### src/rtl/pipeline_pkg.sv
// pipeline_pkg: shared definitions for the instruction prefetch stage.
//   pf_state_t       - request FSM states (RUN issues/keeps data, DISCARD drops one ack)
//   WORD_BYTES       - PC increment per fetched instruction word
//   DEFAULT_RESET_PC - default first fetch address after reset
package pipeline_pkg;

  typedef enum logic [0:0] {
    PF_RUN     = 1'b0,
    PF_DISCARD = 1'b1
  } pf_state_t;

  localparam logic [31:0] WORD_BYTES       = 32'd4;
  localparam logic [31:0] DEFAULT_RESET_PC = 32'h0000_0000;

endpackage

### src/rtl/pf_fifo.sv
// pf_fifo: synchronous FIFO holding {pc, instr} entries for the prefetch stage.
// Ports:
//   clock, reset - rising-edge clock, synchronous active-high reset (control only)
//   push, wdata  - write one entry (caller guarantees the FIFO is not full)
//   pop          - drop the head entry (ignored when empty or flushing)
//   flush        - empty the FIFO at this edge; wins over push and pop
//   rdata        - head entry, straight from storage
//   count        - number of stored entries, 0..DEPTH
module pf_fifo #(
  parameter int DEPTH  = 4,
  parameter int DATA_W = 64
) (
  input  logic                     clock,
  input  logic                     reset,
  input  logic                     push,
  input  logic                     pop,
  input  logic                     flush,
  input  logic [DATA_W-1:0]        wdata,
  output logic [DATA_W-1:0]        rdata,
  output logic [$clog2(DEPTH):0]   count
);

  localparam int PTR_W = $clog2(DEPTH);
  localparam int CNT_W = PTR_W + 1;

  logic [DATA_W-1:0] mem [DEPTH];
  logic [PTR_W-1:0]  wr_ptr;
  logic [PTR_W-1:0]  rd_ptr;
  logic              pop_ok;

  assign pop_ok = pop && (count != '0);
  assign rdata  = mem[rd_ptr];

  // Storage carries data only, so it is left out of reset.
  always_ff @(posedge clock) begin
    if (push && !flush) begin
      mem[wr_ptr] <= wdata;
    end
  end

  // Pointers wrap naturally because DEPTH is a power of two.
  always_ff @(posedge clock) begin
    if (reset || flush) begin
      wr_ptr <= '0;
      rd_ptr <= '0;
      count  <= '0;
    end else begin
      if (push) begin
        wr_ptr <= wr_ptr + PTR_W'(1);
      end
      if (pop_ok) begin
        rd_ptr <= rd_ptr + PTR_W'(1);
      end
      count <= count + CNT_W'(push) - CNT_W'(pop_ok);
    end
  end

endmodule

### src/rtl/prefetch_buffer.sv
// prefetch_buffer: sequential instruction prefetch with a single outstanding
// memory read and a small {pc, instr} queue toward decode.
// Ports:
//   clock, reset            - rising-edge clock, synchronous active-high reset
//   jump_flg, jump_target   - one-cycle redirect; flushes queue and in-flight read
//   mem_req, mem_addr       - read request, held with a stable address until mem_ack
//   mem_ack, mem_rdata      - read completion and instruction word
//   out_valid, out_instr,
//   out_pc, out_ready       - head of queue to decode, valid/ready handshake
module prefetch_buffer
  import pipeline_pkg::*;
#(
  parameter int          DEPTH    = 4,
  parameter logic [31:0] RESET_PC = DEFAULT_RESET_PC
) (
  input  logic        clock,
  input  logic        reset,
  input  logic        jump_flg,
  input  logic [31:0] jump_target,
  output logic        mem_req,
  output logic [31:0] mem_addr,
  input  logic        mem_ack,
  input  logic [31:0] mem_rdata,
  output logic        out_valid,
  output logic [31:0] out_instr,
  output logic [31:0] out_pc,
  input  logic        out_ready
);

  localparam int CNT_W = $clog2(DEPTH) + 1;

  pf_state_t        state;
  pf_state_t        state_next;
  logic [31:0]      fetch_pc;
  logic [31:0]      fetch_pc_next;
  logic [CNT_W-1:0] count;
  logic [CNT_W-1:0] count_next;
  logic             ack;
  logic             push;
  logic             pop;
  logic             issue;
  logic [63:0]      head;

  assign ack       = mem_req && mem_ack;
  assign out_valid = (count != '0);
  assign pop       = out_valid && out_ready && !jump_flg;
  assign push      = ack && (state == PF_RUN) && !jump_flg;
  assign out_pc    = head[63:32];
  assign out_instr = head[31:0];

  pf_fifo #(
    .DEPTH  (DEPTH),
    .DATA_W (64)
  ) u_fifo (
    .clock (clock),
    .reset (reset),
    .push  (push),
    .pop   (pop),
    .flush (jump_flg),
    .wdata ({mem_addr, mem_rdata}),
    .rdata (head),
    .count (count)
  );

  always_comb begin
    state_next    = state;
    fetch_pc_next = fetch_pc;
    count_next    = count + CNT_W'(push) - CNT_W'(pop);
    issue         = 1'b0;

    if (jump_flg) begin
      fetch_pc_next = jump_target;
      count_next    = '0;
    end

    unique case (state)
      PF_RUN: begin
        // A request cannot be withdrawn, so a redirect with a read still in
        // flight must swallow that read's ack later.
        if (jump_flg && mem_req && !mem_ack) begin
          state_next = PF_DISCARD;
        end
      end
      PF_DISCARD: begin
        if (ack) begin
          state_next = PF_RUN;
        end
      end
      default: state_next = PF_RUN;
    endcase

    // Issuing only while a slot is free reserves room for the pending push.
    issue = (!mem_req || ack) && (state_next == PF_RUN) &&
            (count_next < CNT_W'(DEPTH));
  end

  always_ff @(posedge clock) begin
    if (reset) begin
      state    <= PF_RUN;
      mem_req  <= 1'b0;
      mem_addr <= RESET_PC;
      fetch_pc <= RESET_PC;
    end else begin
      state <= state_next;
      if (issue) begin
        mem_req  <= 1'b1;
        mem_addr <= fetch_pc_next;
        fetch_pc <= fetch_pc_next + WORD_BYTES;
      end else begin
        if (ack) begin
          mem_req <= 1'b0;
        end
        fetch_pc <= fetch_pc_next;
      end
    end
  end

endmodule

### config.mk
export PLATFORM = sky130hd
export DESIGN_NAME = prefetch_buffer
export DESIGN_NICKNAME = d
export VERILOG_FILES = /design/src/rtl/pipeline_pkg.sv /design/src/rtl/pf_fifo.sv /design/src/rtl/prefetch_buffer.sv
export SDC_FILE = /design/constraint.sdc
export NUM_CORES = 1
export LEC_CHECK = 0
export BUFFER_PORTS_ARGS = -buffer_cell sky130_fd_sc_hd__buf_4
export CORE_MARGIN = 2
export CORE_UTILIZATION = 55
export DETAILED_ROUTE_END_ITERATION = 8
export PLACE_DENSITY = 0.8
export SLEW_MARGIN = 25
export SYNTH_ARGS = -nofsm -noshare
export SYNTH_HDL_FRONTEND = slang
export SYNTH_SLANG_ARGS = --single-unit
### constraint.sdc
create_clock -name clock -period 7.2 [get_ports clock]
set_input_delay 1.08 -clock clock [delete_from_list [all_inputs] [get_ports clock]]
set_output_delay 1.08 -clock clock [all_outputs]
set_load 0.03 [all_outputs]
Yosys cells after proc, flatten, opt, wreduce, memory -nomap -nowiden
Memories as Yosys holds them, arrays and structs flattened. A register that Yosys moved wholly into a read port is not among the register bits.
Index checks and enable logic that the tools add are counted.
{"block": "op_classes", "add_sub_neg": 6, "magnitude_cmp": 1, "n_mux": 12, "bitwise": 2, "n_reduce_logical": 18}
{"operator": "$mux W32", "n": 2}
{"operator": "$add A32 B3 Y32 const B", "n": 1}
{"operator": "$logic_and A1 B1 Y1", "n": 11}
{"operator": "$mux W1", "n": 6}
{"operator": "$sub A3 B1 Y3", "n": 2}
{"operator": "$add A2 B1 Y2 const B", "n": 2}
{"operator": "$mux W2", "n": 2}
{"operator": "$add A3 B1 Y3", "n": 1}
{"operator": "$logic_not A1 Y1", "n": 3}
{"operator": "$lt A3 B3 Y1 const B", "n": 1}
{"operator": "$mux W3", "n": 1}
{"operator": "$reduce_bool A3 Y1", "n": 1}
{"operator": "$logic_or A1 B1 Y1", "n": 2}
{"operator": "$not A1 Y1", "n": 2}
{"operator": "$pmux W1 S2", "n": 1}
{"operator": "$reduce_bool A2 Y1", "n": 1}
{"block": "totals", "register_bits": 73, "ram_bits": 256, "input_bits": 69, "output_inout_bits": 98, "word_cells": 47, "n_memories": 1}
{"memory": "u_fifo.mem", "depth": 4, "word_bits": 64, "rd": 1, "rd_ports_with_merged_regs": 1, "write_ports": 1, "line": "pf_fifo.sv:26", "text": "logic [DATA_W-1:0] mem [DEPTH];"}

Depth between registers and ports, before layout
Gate-level depths: netlist (run 1).
{"block": "depth", "ltp_word": 9, "depth_mapped": 15, "ltp_nobuf": 9}

Hierarchy
From an unflattened synthesis (run 1), not the netlist that was laid out.
{"block": "unflattened", "cells_unflattened": 762, "hier_area_um2": 13264.0}
{"module": "pf_fifo", "instances": 1, "cells_per_inst": 380, "area_each_um2": 9795.6, "seq_area_each_um2": 7867.5}
{"module": "prefetch_buffer", "instances": 1, "cells_per_inst": 382, "area_each_um2": 3468.3, "seq_area_each_um2": 1321.3}

Worst setup path after synthesis (run 1)
Ideal clock, no wire load.
{"block": "synth_path", "kind": "input-to-reg", "from": "input port jump_flg", "to": "register mem_addr[23]", "setup_ns": 0.140, "arrival_ns": 4.072, "required_ns": 7.060, "setup_slack_ns": 2.988, "cell_stages": 15, "n_path_buf": 7, "cell_sequence": "buf_6 -> buf_12 -> buf_2 -> buf_2 -> buf_2 -> nor2_1 -> ha_1 -> ha_1 -> or2_2 -> or4_4 -> and3_1 -> buf_2 -> buf_1 -> nor2_1 -> a211oi_1"}
{"block": "synth_between", "elab_chain_len": 7, "elab_cells_between_ends": 15, "classes_between": "add/sub: 2; order compare: 1; mux: 4; bitwise: 1; reduce/logical: 7"}
{"element": "start, declared", "line": "prefetch_buffer.sv:18", "text": "input logic jump_flg,"}
{"element": "$logic_not A1 Y1", "line": "prefetch_buffer.sv:47", "text": "assign push = ack && (state == PF_RUN) && !jump_flg;"}
{"element": "$logic_and A1 B1 Y1", "line": "prefetch_buffer.sv:47"}
{"element": "via push", "line": "prefetch_buffer.sv:39", "text": "logic push;"}
{"element": "$add A3 B1 Y3", "line": "prefetch_buffer.sv:68", "text": "count_next = count + CNT_W'(push) - CNT_W'(pop);"}
{"element": "$sub A3 B1 Y3", "line": "prefetch_buffer.sv:68"}
{"element": "$mux W3", "line": "prefetch_buffer.sv:71", "text": "if (jump_flg) begin"}
{"element": "$lt A3 B3 Y1", "line": "prefetch_buffer.sv:94", "text": "(count_next < CNT_W'(DEPTH));"}
{"element": "$logic_and A1 B1 Y1", "line": "prefetch_buffer.sv:93", "text": "issue = (!mem_req || ack) && (state_next == PF_RUN) &&"}
{"element": "end signal, assigned", "line": "prefetch_buffer.sv:107", "text": "mem_addr <= fetch_pc_next;"}
{"element": "end, declared", "line": "prefetch_buffer.sv:21", "text": "output logic [31:0] mem_addr,"}
The timed path passes the listed nets, and every way through them passes these cells.
A chain may end at the register's enable or synchronous reset.

Final worst setup path (run 1)
{"block": "layout_path", "from": "input port jump_flg", "to": "register fetch_pc[31]"}
{"block": "layout_between", "elab_chain_len": 8, "elab_cells_between_ends": 17, "classes_between": "add/sub: 3; order compare: 1; mux: 5; bitwise: 1; reduce/logical: 7"}
{"element": "$logic_not A1 Y1", "line": "prefetch_buffer.sv:47"}
{"element": "$logic_and A1 B1 Y1", "line": "prefetch_buffer.sv:47"}
{"element": "via push", "line": "prefetch_buffer.sv:39"}
{"element": "$add A3 B1 Y3", "line": "prefetch_buffer.sv:68"}
{"element": "$sub A3 B1 Y3", "line": "prefetch_buffer.sv:68"}
{"element": "$mux W3", "line": "prefetch_buffer.sv:71"}
{"element": "$lt A3 B3 Y1", "line": "prefetch_buffer.sv:94"}
{"element": "$logic_and A1 B1 Y1", "line": "prefetch_buffer.sv:93"}
{"element": "$mux W32", "line": "prefetch_buffer.sv:105", "text": "if (issue) begin"}
{"element": "end signal, assigned", "line": "prefetch_buffer.sv:108", "text": "fetch_pc <= fetch_pc_next + WORD_BYTES;"}
{"element": "end signal, assigned", "line": "prefetch_buffer.sv:113", "text": "fetch_pc <= fetch_pc_next;"}
{"element": "end, declared", "line": "prefetch_buffer.sv:34", "text": "logic [31:0] fetch_pc;"}
The timed path passes the listed nets, and every way through them passes these cells.

==> results_dict.tcl, run 1 <==
set metrics [dict create \
    hpwl_um 15600 \
    crit_path_max_fanout 65 \
    port_buffers 166 \
    first_pass_iters 7 \
    power_density_nw_per_um2 261 \
    seq_power_share 0.528 \
    htree_levels 2 \
    post-synth-top-count-cell "edfxtp_1" \
    timing.final.crit_share 0.575 \
    timing.fmax_mhz 242 \
    p_switching_uw 922 \
    rows 56 \
    die_x_um 158 \
    clkPwrFrac 0.396 \
    grt_usage 0.208 \
    synthArstFlopShare 0 \
    hold_buffers 0 \
    avgSynthCellArea_um2 17.1 \
    setup_viol 0 \
    r2r_slack_ps 3690 \
    gr-usage-met3 0.0378 \
    ios 167 \
    postCtsSetupBuffers 0 \
    clock_path_buffers 3 \
    synthToLayoutAreaGrowth_pct 19.5 \
    grt_setup_unrepaired "false" \
    antenna_left 0 \
    relSlewSlack 0.327 \
    ys_warn_count 0 \
    grt_pass1_wl_um 40000 \
    dp_slack_ps 2600 \
    clk_pin_slew_ps 60 \
    cts_tree "yes" \
    fin_ws_ps 3060 \
    gp_routability_congestion 0.830 \
    cp_data_required_time_ps 7600 \
    synth.cell_area_um2 13100 \
    diodes 0 \
    fin_skew_ps 16.8 \
    synthTopCellsByCount "edfxtp_1, dfxtp_1, nor2_1, mux4_2, a211oi_1" \
    drt_iter0_drc 671 \
    synth_edf_count 256 \
    wl_um 26200 \
    regArea_um2 9200 \
    finalPower_mw 4.09 \
    dp.cells 1212 \
    hold-path-endpoint "fetch_pc[1]$_SDFF_PP0_" \
    whs_path_depth 2 \
    setup_tns_ps 0 \
    yosys-top-cells-area "edfxtp_1, dfxtp_1, mux4_2, mux2i_1, nor2_1" \
    cts_sinks 331 \
    finalHoldViolations 0 \
    cp_data_arrival_time_ps 4530 \
    yosys.area.top_type_share 0.586 \
    r2r_cells 9 \
    die-area_um2 25100 \
    post_cts_resized 0 \
    hold_class "reg -> reg" \
    leakagePower_nw 5.54 \
    worst_pin_slew_ps 1010 \
    swShare 0.225 \
    p_comb_frac 0.076 \
    antenna_found_initial 0 \
    fin_crit_ps 4140 \
    yosysTopAreaCell "edfxtp_1" \
    synth-seq-area-share 0.700 \
    syn-num-nets 845 \
    core_area_um2 23500 \
    synth_seq_cells 331 \
    cts_buffers 34 \
    internal_power_mw 3.17 \
    slew_violations 0 \
    dr_total_vias 7386 \
    multiInputGateArea_um2 3690 \
    status "finished, final reports clean" \
    r2r_end "fetch_pc[31]$_SDFF_PP0_" \
    drcViolationCount 0 \
    crit_type "in -> reg" \
    drive_gt1_frac 0.339 \
    wl_per_cell_um 20.6 \
    start_kind "input pin" \
    die_y_um 158 \
    num-nets-final 1010 \
    initial_utilization 0.559 \
    hp-start "fetch_pc[1]$_SDFF_PP0_" \
    cts_root_buf "clkbuf_16" \
    syn_inst 767 \
    grt_pass1_vias 7445 \
    grt_util_met1 0.284 \
    grt_busiest_layer "met2" \
    synthFlopType "edfxtp_1" \
    synth_cell_type_count 61 \
    fillerInstances 1579 \
    vdd_ir_drop_max_mv 0.202 \
    overflow 0 \
    clk_latency_ps 500 \
    drv_cap 0 \
    vias_per_cell 5.80 \
    hold_ws_ps 515 \
    stdcell_count 1273 \
    worstSetupEndpointType "flop" \
    grt_max_degree 81 \
    met2_usage 0.346 \
    rr_startpoint "mem_req$_SDFFE_PP0P_" \
]
-- state kept, by name, summed over array words and instances, names as in the netlist, named ones only --
name	cells
u_fifo.mem	256
fetch_pc	32
mem_addr	32
u_fifo.count	3
u_fifo.rd_ptr	2
u_fifo.wr_ptr	2
mem_req	1
state	1
-- area by class of cell --
class                   instances  share of cell area
clock buffers                  45              0.0582
clock inverters                13             0.00694
inverters                       9             0.00215
multi-input cells             385               0.236
flip-flops and latches        331               0.587
well taps                     319              0.0255
repair buffers                171              0.0852
-- worst max path at each step --
stage | slack, ps | to | from
final | 3060 | fetch_pc[31]$_SDFF_PP0_ | jump_flg
after global placement | 2670 | fetch_pc[6]$_SDFF_PP0_ | jump_flg
after detailed placement | 2600 | fetch_pc[6]$_SDFF_PP0_ | jump_flg
after global routing | 2840 | fetch_pc[25]$_SDFF_PP0_ | jump_flg
after floorplan | 2990 | mem_addr[23]$_SDFFE_PP0P_ | jump_flg
after CTS | 3110 | fetch_pc[6]$_SDFF_PP0_ | jump_flg
-- logic make-up after synthesis --
family / count (synthesis) / share of synthesized area
and+or+nand+nor: 172 / 0.0696
AOI/OAI and AO/OA: 88 / 0.0516
adders and majority gates: 9 / 0.00858
DFF: 331 / 0.700
buffers and inverters: 51 / 0.0192
muxes: 110 / 0.147
xor gates and xnor gates: 6 / 0.00401
-- critical path, stage by stage --
cell	delay, ps
buf_4	620
nor2_1	240
ha_1	260
ha_1	300
or2_2	300
o211ai_1	310
nand3_1	560
nor4_1	480
mux2_2	370
-- layer usage --
| layer | vias up | routed length (µm) |
|---|---|---|
| met2 | 256 | 12600 |
| li1 | 3385 | - |
| met1 | 3704 | 11500 |
| met3 | 41 | 1540 |
| met5 | - | 0 |
| met4 | 0 | 561 |
-- per-stage QoR --
stage / utilization / area (µm²)
2_1_floorplan: - / 13100
3_3_place_gp: 0.621 / 14600
3_5_place_dp: 0.621 / 14600
4_1_cts: 0.665 / 15600
5_1_grt: 0.668 / 15700
6_report: 0.668 / 15700
-- placed cells by master, fill, tap and decap left out, types with 11 or more instances in the layout --
cell,instances
edfxtp_1,256
a21oi_1,18
nor2_1,72
mux2_2,17
clkbuf_16,34
buf_4,168
nand2_1,17
nor3_1,11
dfxtp_1,73
mux4_2,64
mux2i_1,29
a211oi_1,33
nand3_1,12
-- power by group through the flow --
| stage | Clock, mW | Sequential [mW] | Combinational (mW) |
|---|---|---|---|
| 6_report | 1.62 | 2.16 | 0.310 |
| 5_1_grt | 1.72 | 2.17 | 0.334 |
| 4_1_cts | 1.65 | 2.16 | 0.311 |
| 3_5_place_dp | 0 | 2.20 | 0.309 |
| 3_3_place_gp | 0 | 2.20 | 0.303 |
| 2_1_floorplan | 0 | 2.23 | 0.154 |
No activity file was read; power rests on OpenSTA's default activity.
==> inputs of run 2 (changes only) <==
Settings changed: ABC_AREA from default to 1, CORE_UTILIZATION 55 to 52.
Clock period 7.2 ns to 3.8 ns, I/O delays scaled along.
==> run 2 against run 1 <==
  * Cell area rose by 2.8%
  * Synthesized area is 2.8% higher
  * Global-route usage increased by 1.0 points
  * Sequential share of layout area decreased by 1.6 points
  * Die area grew 8.5%
  * Critical path type is now reg -> out
  * Largest cell class unchanged
==> results_dict.tcl, run 2 <==
set metrics [dict create \
    synth.cell_area_um2 13500 \
    hold_buffers 0 \
    status "finished, final reports clean" \
    clk_latency_ps 490 \
    worst_pin_slew_ps 1010 \
    wl_per_cell_um 17.4 \
    yosysTopAreaCell "edfxtp_1" \
    final_util 0.637 \
    hold_class "in -> reg" \
    setup_viol 0 \
    relSlewSlack 0.320 \
    hold-path-endpoint "u_fifo.mem[3][22]$_DFFE_PP_" \
    drcViolationCount 0 \
    cts_root_buf "clkbuf_16" \
    clock_path_buffers 3 \
    post_cts_resized 0 \
    gp_routability_congestion 0.849 \
    power_density_nw_per_um2 505 \
    worstSetupEndpointType "primary output" \
    vias_per_cell 5.52 \
    synthTopCellsByCount "edfxtp_1, nor2_1, nand2_1, o21ai_0, dfxtp_1" \
    finalHoldViolations 0 \
    top_register "u_fifo.mem" \
    synthFlopType "edfxtp_1" \
    hp-start "mem_rdata[22]" \
    r2r_end "mem_addr[3]$_SDFFE_PP0P_" \
    grt_pass1_vias 8931 \
    syn-num-nets 1314 \
    grt_pass1_wl_um 46200 \
    rr_startpoint "mem_req$_SDFFE_PP0P_" \
    clk_pin_slew_ps 60 \
    cts_buffers 34 \
    r2r_slack_ps 830 \
    yosys-top-cells-area "edfxtp_1, dfxtp_1, nor2_1, o21ai_0, nand2_1" \
    final_common_cell "edfxtp_1" \
    cts_tree "yes" \
    postLayoutCellArea_um2 16100 \
    rows 58 \
    crit_path_max_fanout 56 \
    leakagePower_nw 6.15 \
    ys_warn_count 0 \
    synth_seq_cells 331 \
    post-synth-top-count-cell "edfxtp_1" \
    dr_total_vias 9596 \
    grt_usage 0.218 \
    port_buffers 166 \
    num-nets-final 1466 \
    timing.final.crit_share 0.818 \
    fin_crit_ps 3110 \
    synth-seq-area-share 0.681 \
    grt_max_degree 77 \
    yosys.area.top_type_share 0.570 \
    ios 167 \
    synth_cell_type_count 38 \
    hold_ws_ps 276 \
    die-area_um2 27200 \
    drv_cap 0 \
    start_kind "flop" \
    die_x_um 165 \
    postCtsSetupBuffers 0 \
    avgSynthCellArea_um2 10.9 \
    vdd_ir_drop_max_mv 0.357 \
    drt_iter0_drc 882 \
    fin_skew_ps 11.5 \
    overflow 0 \
    wl_um 30200 \
    cp_data_arrival_time_ps 2540 \
    cp_data_required_time_ps 3230 \
    first_pass_iters 5 \
    cts_sinks 331 \
    grt_setup_unrepaired "false" \
    timing.fmax_mhz 322 \
    r2r_cells 15 \
    antenna_found_initial 0 \
    diodes 0 \
    hpwl_um 18200 \
    drive_gt1_frac 0.197 \
    synthArstFlopShare 0 \
    whs_path_depth 1 \
    place_area_um2 15000 \
    synth_edf_count 256 \
    reg.largest.list "u_fifo.mem: 256 flops, fetch_pc: 32 flops, mem_addr: 32 flops" \
    htree_levels 2 \
    slew_violations 0 \
    antenna_left 0 \
    syn_inst 1236 \
    die_y_um 165 \
    crit_type "reg -> out" \
    largest_reg_flops 256 \
    core_area_um2 25300 \
    most-common-layout-cells "edfxtp_1, nor2_1, nand2_1, buf_4, o21ai_0" \
    synthToLayoutAreaGrowth_pct 19.6 \
    initial_utilization 0.532 \
]
[run 2: how the worst max path moves through the flow]
stage | from | to | slack (ps) | cells past startpoint
global placement | jump_flg | fetch_pc[23]$_SDFF_PP0_ | 680 | 16
CTS | flop | out_instr[24] | 670 | 5
finish | flop | out_instr[24] | 690 | 5
floorplan | jump_flg | u_fifo.mem[0][0]$_DFFE_PP_ | -570 | 6
detailed placement | jump_flg | fetch_pc[23]$_SDFF_PP0_ | 600 | 16
global route | flop | out_instr[31] | 520 | 5
[run 2: per-stage QoR]
step	setup slack, ps	instances	TNS (ps)	total power [mW]
6_report	692	1739	0	8.14
2_1_floorplan	-569	1236	-145790	4.61
4_1_cts	667	1739	0	8.19
3_3_place_gp	682	1682	0	4.88
3_5_place_dp	597	1682	0	4.90
5_1_grt	517	1739	0	8.41
[run 2: cells by family after synthesis]
kind of cell / Yosys count / share of synthesized area
buf+inv: 146 / 0.0489
flops: 331 / 0.681
xor+xnor: 3 / 0.00195
mux: 2 / 0.00148
compound gates: 284 / 0.116
simple gates: 461 / 0.142
fa+ha+maj: 9 / 0.00835
[run 2: final cells by class]
| cell class | instances | area, µm² |
|---|---|---|
| inverters | 78 | 299 |
| clock inverters | 16 | 178 |
| well taps | 330 | 413 |
| repair buffers | 184 | 1430 |
| clock buffers | 41 | 941 |
| flip-flops and latches | 331 | 9190 |
| multi-input cells | 759 | 3670 |
| fillers | 1851 | 9210 |
[run 2: per-layer routing]
| layer | vias to the layer above | GRT usage | part of all wire |
|---|---|---|---|
| li1 | 4590 | - | - |
| met1 | 4533 | 0.291 | 0.42 |
| met2 | 424 | 0.372 | 0.48 |
| met3 | 49 | 0.0367 | 0.078 |
| met4 | 0 | 0.0605 | 0.020 |
| met5 | - | 0 | 0 |
[run 2: where the power goes]
group / internal (mW) / leakage, nW / switching [mW]
Clock: 2.03 / 0.553 / 1.28
Combinational: 0.236 / 2.65 / 0.462
Sequential: 4.03 / 2.95 / 0.103
Total: 6.29 / 6.15 / 1.85
[run 2: critical path: stages (launching register included)]
cell and delay, ps:
dfxtp_4 400, clkinv_2 590, buf_4 500, o21ai_0 220, o22ai_1 110, buf_4 190
